==> src/rtl/cordic_pkg.sv <==
// Shared CORDIC constants and types for the polar/rect and atan engines.
// Angles are unsigned degrees scaled by 2^16 unless rescaled by deg_q().
package cordic_pkg;

  typedef enum logic [1:0] {
    S_IDLE,
    S_SCALE,
    S_ROTATE,
    S_DONE
  } state_t;

  localparam int unsigned K_Q16 = 39797;

  localparam int unsigned DEG_EB = 16;
  localparam logic [31:0] DEG90  = 32'd5898240;
  localparam logic [31:0] DEG180 = 32'd11796480;
  localparam logic [31:0] DEG270 = 32'd17694720;
  localparam logic [31:0] DEG360 = 32'd23592960;

  localparam logic [31:0] ATAN_DEG_Q16 [32] = '{
    32'd2949120, 32'd1740967, 32'd919879, 32'd466945,
    32'd234379,  32'd117304,  32'd58666,  32'd29335,
    32'd14668,   32'd7334,    32'd3667,   32'd1833,
    32'd917,     32'd458,     32'd229,    32'd115,
    32'd57,      32'd29,      32'd14,     32'd7,
    32'd4,       32'd2,       32'd1,      32'd0,
    32'd0,       32'd0,       32'd0,      32'd0,
    32'd0,       32'd0,       32'd0,      32'd0
  };

  // Rescale a Q16 degree constant to another fractional width.
  function automatic logic [63:0] deg_q(
    input logic [31:0] d16,
    input int unsigned eb
  );
    return 64'(d16 >> DEG_EB) << eb;
  endfunction

endpackage

==> src/rtl/cordic_atan_lut.sv <==
// Combinational arctangent table: micro-rotation index to degrees<<16.
// No register stage, so a new entry is available every ROTATE cycle.
module cordic_atan_lut
  import cordic_pkg::*;
#(
  parameter int DATA_WIDTH = 32
) (
  input  logic [4:0]            idx,
  output logic [DATA_WIDTH-1:0] atan
);

  assign atan = DATA_WIDTH'(ATAN_DEG_Q16[idx]);

endmodule

==> src/rtl/cordic_polar2rect.sv <==
// Iterative rotation-mode CORDIC: (radius, angle) to (x, y).
// One request in flight; result pulses out_valid for a single cycle.
module cordic_polar2rect
  import cordic_pkg::*;
#(
  parameter int DATA_WIDTH = 32,
  parameter int EXPAND_BIT = 16,
  parameter int ITER       = 24
) (
  input  logic                  clk,
  input  logic                  rst_n,
  input  logic                  in_valid,
  output logic                  in_ready,
  input  logic [DATA_WIDTH-1:0] radius,
  input  logic [DATA_WIDTH-1:0] angle,
  output logic                  out_valid,
  output logic                  angle_err,
  output logic [DATA_WIDTH-1:0] x_out,
  output logic [DATA_WIDTH-1:0] y_out
);

  localparam int W  = DATA_WIDTH;
  localparam int IW = 5;

  localparam logic [IW-1:0] LAST = IW'(ITER - 1);

  localparam logic [W-1:0] D90  = W'(deg_q(DEG90, EXPAND_BIT));
  localparam logic [W-1:0] D180 = W'(deg_q(DEG180, EXPAND_BIT));
  localparam logic [W-1:0] D270 = W'(deg_q(DEG270, EXPAND_BIT));
  localparam logic [W-1:0] D360 = W'(deg_q(DEG360, EXPAND_BIT));

  state_t state_q, state_d;

  logic signed [W-1:0] x_q, x_d;
  logic signed [W-1:0] y_q, y_d;
  logic signed [W-1:0] z_q, z_d;
  logic signed [W-1:0] rad_q, rad_d;
  logic [W-1:0]        ang_q, ang_d;
  logic [IW-1:0]       i_q, i_d;
  logic signed [W-1:0] xo_q, xo_d;
  logic signed [W-1:0] yo_q, yo_d;
  logic                ov_q, ov_d;
  logic                err_q, err_d;

  logic [W-1:0]          atan_i;
  logic signed [2*W-1:0] prod;
  logic signed [W-1:0]   rk;
  logic signed [W-1:0]   xs;
  logic signed [W-1:0]   ys;

  cordic_atan_lut #(
    .DATA_WIDTH(W)
  ) u_lut (
    .idx (i_q),
    .atan(atan_i)
  );

  // Pre-scale by 1/gain so the rotation chain ends at unit gain.
  assign prod = $signed({{W{rad_q[W-1]}}, rad_q})
              * $signed((2*W)'(K_Q16));
  assign rk   = W'(prod >>> 16);
  assign xs   = x_q >>> i_q;
  assign ys   = y_q >>> i_q;

  always_comb begin
    state_d = state_q;
    x_d     = x_q;
    y_d     = y_q;
    z_d     = z_q;
    rad_d   = rad_q;
    ang_d   = ang_q;
    i_d     = i_q;
    xo_d    = xo_q;
    yo_d    = yo_q;
    ov_d    = 1'b0;
    err_d   = err_q;
    unique case (state_q)
      S_IDLE: begin
        if (in_valid) begin
          rad_d = radius;
          ang_d = angle;
          if (angle >= D360) begin
            state_d = S_DONE;
            ov_d    = 1'b1;
            err_d   = 1'b1;
            xo_d    = '0;
            yo_d    = '0;
          end else begin
            state_d = S_SCALE;
          end
        end
      end
      S_SCALE: begin
        state_d = S_ROTATE;
        i_d     = '0;
        if (ang_q >= D270) begin
          x_d = '0;
          y_d = -rk;
          z_d = ang_q - D270;
        end else if (ang_q >= D180) begin
          x_d = -rk;
          y_d = '0;
          z_d = ang_q - D180;
        end else if (ang_q >= D90) begin
          x_d = '0;
          y_d = rk;
          z_d = ang_q - D90;
        end else begin
          x_d = rk;
          y_d = '0;
          z_d = ang_q;
        end
      end
      S_ROTATE: begin
        if (!z_q[W-1]) begin
          x_d = x_q - ys;
          y_d = y_q + xs;
          z_d = z_q - atan_i;
        end else begin
          x_d = x_q + ys;
          y_d = y_q - xs;
          z_d = z_q + atan_i;
        end
        i_d = i_q + 1'b1;
        if (i_q == LAST) begin
          state_d = S_DONE;
          ov_d    = 1'b1;
          err_d   = 1'b0;
          xo_d    = x_d;
          yo_d    = y_d;
        end
      end
      S_DONE: begin
        state_d = S_IDLE;
      end
      default: begin
        state_d = S_IDLE;
      end
    endcase
  end

  always_ff @(posedge clk or negedge rst_n) begin
    if (!rst_n) begin
      state_q <= S_IDLE;
      x_q     <= '0;
      y_q     <= '0;
      z_q     <= '0;
      rad_q   <= '0;
      ang_q   <= '0;
      i_q     <= '0;
      xo_q    <= '0;
      yo_q    <= '0;
      ov_q    <= 1'b0;
      err_q   <= 1'b0;
    end else begin
      state_q <= state_d;
      x_q     <= x_d;
      y_q     <= y_d;
      z_q     <= z_d;
      rad_q   <= rad_d;
      ang_q   <= ang_d;
      i_q     <= i_d;
      xo_q    <= xo_d;
      yo_q    <= yo_d;
      ov_q    <= ov_d;
      err_q   <= err_d;
    end
  end

  assign in_ready  = (state_q == S_IDLE);
  assign out_valid = ov_q;
  assign angle_err = err_q;
  assign x_out     = xo_q;
  assign y_out     = yo_q;

endmodule

==> config.mk <==
export PLATFORM = sky130hd
export DESIGN_NAME = cordic_polar2rect
export DESIGN_NICKNAME = d
export VERILOG_FILES = /design/src/rtl/cordic_pkg.sv /design/src/rtl/cordic_atan_lut.sv /design/src/rtl/cordic_polar2rect.sv
export SDC_FILE = /design/constraint.sdc
export NUM_CORES = 2
export LEC_CHECK = 0
export CORE_ASPECT_RATIO = 0.75
export CORE_MARGIN = 2
export CORE_UTILIZATION = 32
export CTS_BUF_LIST = sky130_fd_sc_hd__clkbuf_8 sky130_fd_sc_hd__clkbuf_16
export CTS_CLUSTER_DIAMETER = 120
export CTS_CLUSTER_SIZE = 20
export DETAILED_ROUTE_END_ITERATION = 12
export MAX_ROUTING_LAYER = met4
export SLEW_MARGIN = 10
export SYNTH_ARGS = -nofsm -noshare
export SYNTH_HDL_FRONTEND = slang
export SYNTH_SLANG_ARGS = --single-unit
export TNS_END_PERCENT = 1
==> constraint.sdc <==
create_clock -name clk -period 7 [get_ports clk]
set_input_delay 0.7 -clock clk [delete_from_list [all_inputs] [get_ports clk]]
set_output_delay 0.7 -clock clk [all_outputs]
set_load 0.01 [all_outputs]
==> metrics.txt <==
outcome finished, final reports clean; DP Area roughly 0.04 mm^2; GRT Total Usage ~22%; skew final between 0.02 and 0.025 ns; Final Hold Viols 0; via count a little over 30000; cts hold-fix bufs 0; Ports about 130; Vias per Instance around 5.5; htree depth 1; CTS max path bufs 3; clk_lat worst skew roughly 0.57 ns; final WL 118000 um; Critical Path Most Common Cell fa_1; worst r2r src rad_q[7]$_DFFE_PN0P_; CTS tree yes; smallest hold slack about 0.11 ns; HP Class in -> async; grt ovf 0; Final HPWL DP 95400 um; post-synthesis area per instance a little under 9 um^2; EDFF count, synth 0; Setup-failing EPs final 0; Worst-path clk slew 0.09 ns; CP top delay family adder cells; Syn Inst Count 3827; Critical Path Start Type flip-flop; worst rel slew slack about 22%; Synth Flop Type dfrtp_1; pin count of the biggest net entering global routing 94; post-synthesis sequential area ratio 17.4%; slowest CP cell fa_1; Yosys Warn Count 0; DRT iter0 DRCs ~3100; Nets around 4900; Initial DRT Pass Iterations 5; Crit path depth 24; total number of clock tree sinks around 230; port buffer count ~130; Worst Max-Slew Pin Slew 1.16 ns; crit path DAT ~7.4 ns; Mapped Nets about 4500; chip width about 380 um; GPL Wtd Cong around 0.98; number of global-route vias before repair 29700; CP peak stage delay between 0.5 and 0.6 ns; MaxCap Viol Count 0; Max Fanout on Critical Path 7; first-pass GRT wire length between 150000 and 200000 um; Layout Area Growth over Synthesis 22.3%; initial antenna violation count 4; mapped cell area between 0.03 and 0.04 mm^2; post-route ant nets 0; die height around 280 um; Final Max Slew Viols 0; CP required around 7.5 ns; layout cells sized above 1 approximately 21%; fillers 10500; Root Driver clkbuf_16; Fmax between 100 and 150 MHz; kind of critical path reg -> reg; die footprint between 0.1 and 0.15 mm^2; DR WL/cell approximately 21 um; core footprint a little over 0.1 mm^2; final instance area around 0.041 mm^2; initial core utilization approximately 32%; post-synthesis async set-or-reset flop share 100%; Worst Path Buf+Inv 6; Worst R2R Path Depth 24; Yosys reg bits roughly 230; fin crit period between 6 and 7 ns; r2r setup slk ~0.054 ns; crit end category flip-flop; RSZ-0062 raised after global routing yes; row count just over 100; DRC 0; Distinct cells, synth about 110; reg-to-reg endpoint y_q[25]$_DFFE_PN0P_; crit-path cells buf_6, ha_2, xor2_1, ha_1, inv_1, fa_1, inv_1, fa_1, fa_1, fa_1, ha_4, buf_4, and3_1, a311o_1, or3_1, buf_4, a222oi_1, and4_4, nand2_4, nor2_4, buf_6, nand3_1, or4_4, a41o_1; Final period util between 90% and 100%; CTS Buf Count 18
[cells in the final DEF (no fill, tap or decap), types with 55 or more instances in the layout]
cell type        count
a21o_1              76
a21oi_1            243
buf_4              425
clkdlybuf4s50_1    132
dfrtp_1            202
fa_1               211
ha_1               313
inv_1              423
mux2_2              88
mux2i_1             55
mux4_2              68
nand2_1            312
nor2_1             234
nor3_1              64
o21ai_0            191
xnor2_1            157
xor2_1              84
[how the worst max path moves through the flow]
| stage | from | to |
|---|---|---|
| finish | rad_q[7]$_DFFE_PN0P_ | y_q[25]$_DFFE_PN0P_ |
| global route | rad_q[7]$_DFFE_PN0P_ | y_q[12]$_DFFE_PN0P_ |
| CTS | rad_q[10]$_DFFE_PN0P_ | y_q[30]$_DFFE_PN0P_ |
| detailed placement | rad_q[10]$_DFFE_PN0P_ | x_q[15]$_DFFE_PN0P_ |
| global placement | rad_q[7]$_DFFE_PN0P_ | y_q[20]$_DFFE_PN0P_ |
| floorplan | rad_q[7]$_DFFE_PN0P_ | y_q[30]$_DFFE_PN0P_ |
[worst register-to-register path, delay by kind of cell, from the launching register on]
kind | cells | cell delay [ns]
adder cells (fa/ha/maj) | 7 | 2.72
XOR/XNOR | 1 | 0.17
buffers and inverters | 6 | 0.67
flip-flops | 1 | 0.50
AND/OR/NAND/NOR | 7 | 1.71
AO/OA/AOI/OAI | 3 | 1.10
[cell usage after synthesis, types with 27 or more instances]
| cell | n | area share, % |
|---|---|---|
| o21a_1 | 35 | 0.78 |
| mux2i_1 | 55 | 1.6 |
| nor2_1 | 244 | 2.7 |
| nand2_1 | 322 | 3.6 |
| a211oi_1 | 31 | 0.69 |
| o211ai_1 | 30 | 0.67 |
| xor2_1 | 84 | 2.2 |
| fa_1 | 218 | 13 |
| nand4_1 | 30 | 0.56 |
| nand2b_1 | 27 | 0.50 |
| a21o_1 | 76 | 1.7 |
| inv_1 | 424 | 4.7 |
| o21ai_0 | 203 | 3.0 |
| a31oi_1 | 47 | 0.88 |
| clkbuf_1 | 125 | 1.4 |
| and3_1 | 30 | 0.56 |
| dfrtp_1 | 233 | 17 |
| and2_1 | 30 | 0.56 |
| nor2b_1 | 43 | 0.80 |
| nand3_1 | 57 | 0.85 |
| a21oi_1 | 260 | 3.9 |
| xnor2_1 | 167 | 4.4 |
| ha_1 | 356 | 13 |
| mux2_2 | 88 | 3.0 |
| mux4_2 | 68 | 4.6 |
| nor3_1 | 70 | 1.0 |
[repair_timing]
| action | in CTS | in global routing |
|---|---|---|
| resized for setup | 19 | 209 |
| buffers inserted | 2 | 42 |
| setup endpoints to repair | 29 | 56 |
| pin swaps | 3 | 68 |
[logic make-up (layout without fill, tap and decap cells)]
family | count (synthesis) | after routing | share of synthesized area [%]
AOI/OAI and AO/OA | 969 | 969 | 19.1
xor gates and xnor gates | 253 | 253 | 6.65
adders and majority gates | 574 | 574 | 26.3
buffers and inverters | 600 | 1031 | 7.00
DFF | 233 | 233 | 17.4
muxes | 222 | 222 | 9.56
other | 0 | 1 | 0
and+or+nand+nor | 976 | 976 | 14.1
[cell type report]
cell class | instances | area [um^2] | share of cell area, %
antenna | 1 | 2.50 | 0.00610
clock buffer | 21 | 503 | 1.23
clock inverter | 8 | 80.1 | 0.195
inverter | 427 | 1610 | 3.91
multi-input combinational | 2994 | 26400 | 64.4
sequential | 233 | 5870 | 14.3
tap | 1404 | 1760 | 4.28
timing repair buffer | 575 | 4780 | 11.6
[routing by layer]
metal  track usage (%)  up-vias  routed length (um)
met5                 -        -                   0
met4              2.87        0                1590
li1                  -    14400                   -
met1              34.7    15400               59300
met2              30.0     1102               47200
met3              4.39       86               10200
[registers in the layout, summed over array words and instances, names as in the netlist]
register,cells
z_q,32
rad_q,32
state_q,2
y_out,32
i_q,5
x_q,32
y_q,32
angle_err,1
out_valid,1
ang_q,32
x_out,32
[per-stage QoR]
stage	setup TNS [ns]	instances	setup WS, ns	util [%]
finish	0	5663	0.0543	39.6
global route	-3.23	5662	-0.177	39.6
CTS	-0.0456	5620	-0.0242	38.3
detailed placement	-2.02	5589	-0.164	37.6
global placement	-0.113	5589	-0.0382	37.6
floorplan	0	3827	0.0102	-
Power is left out: the tool's default activity adds up to more than one toggle a clock period on the data nets, which glitch-free logic cannot reach.
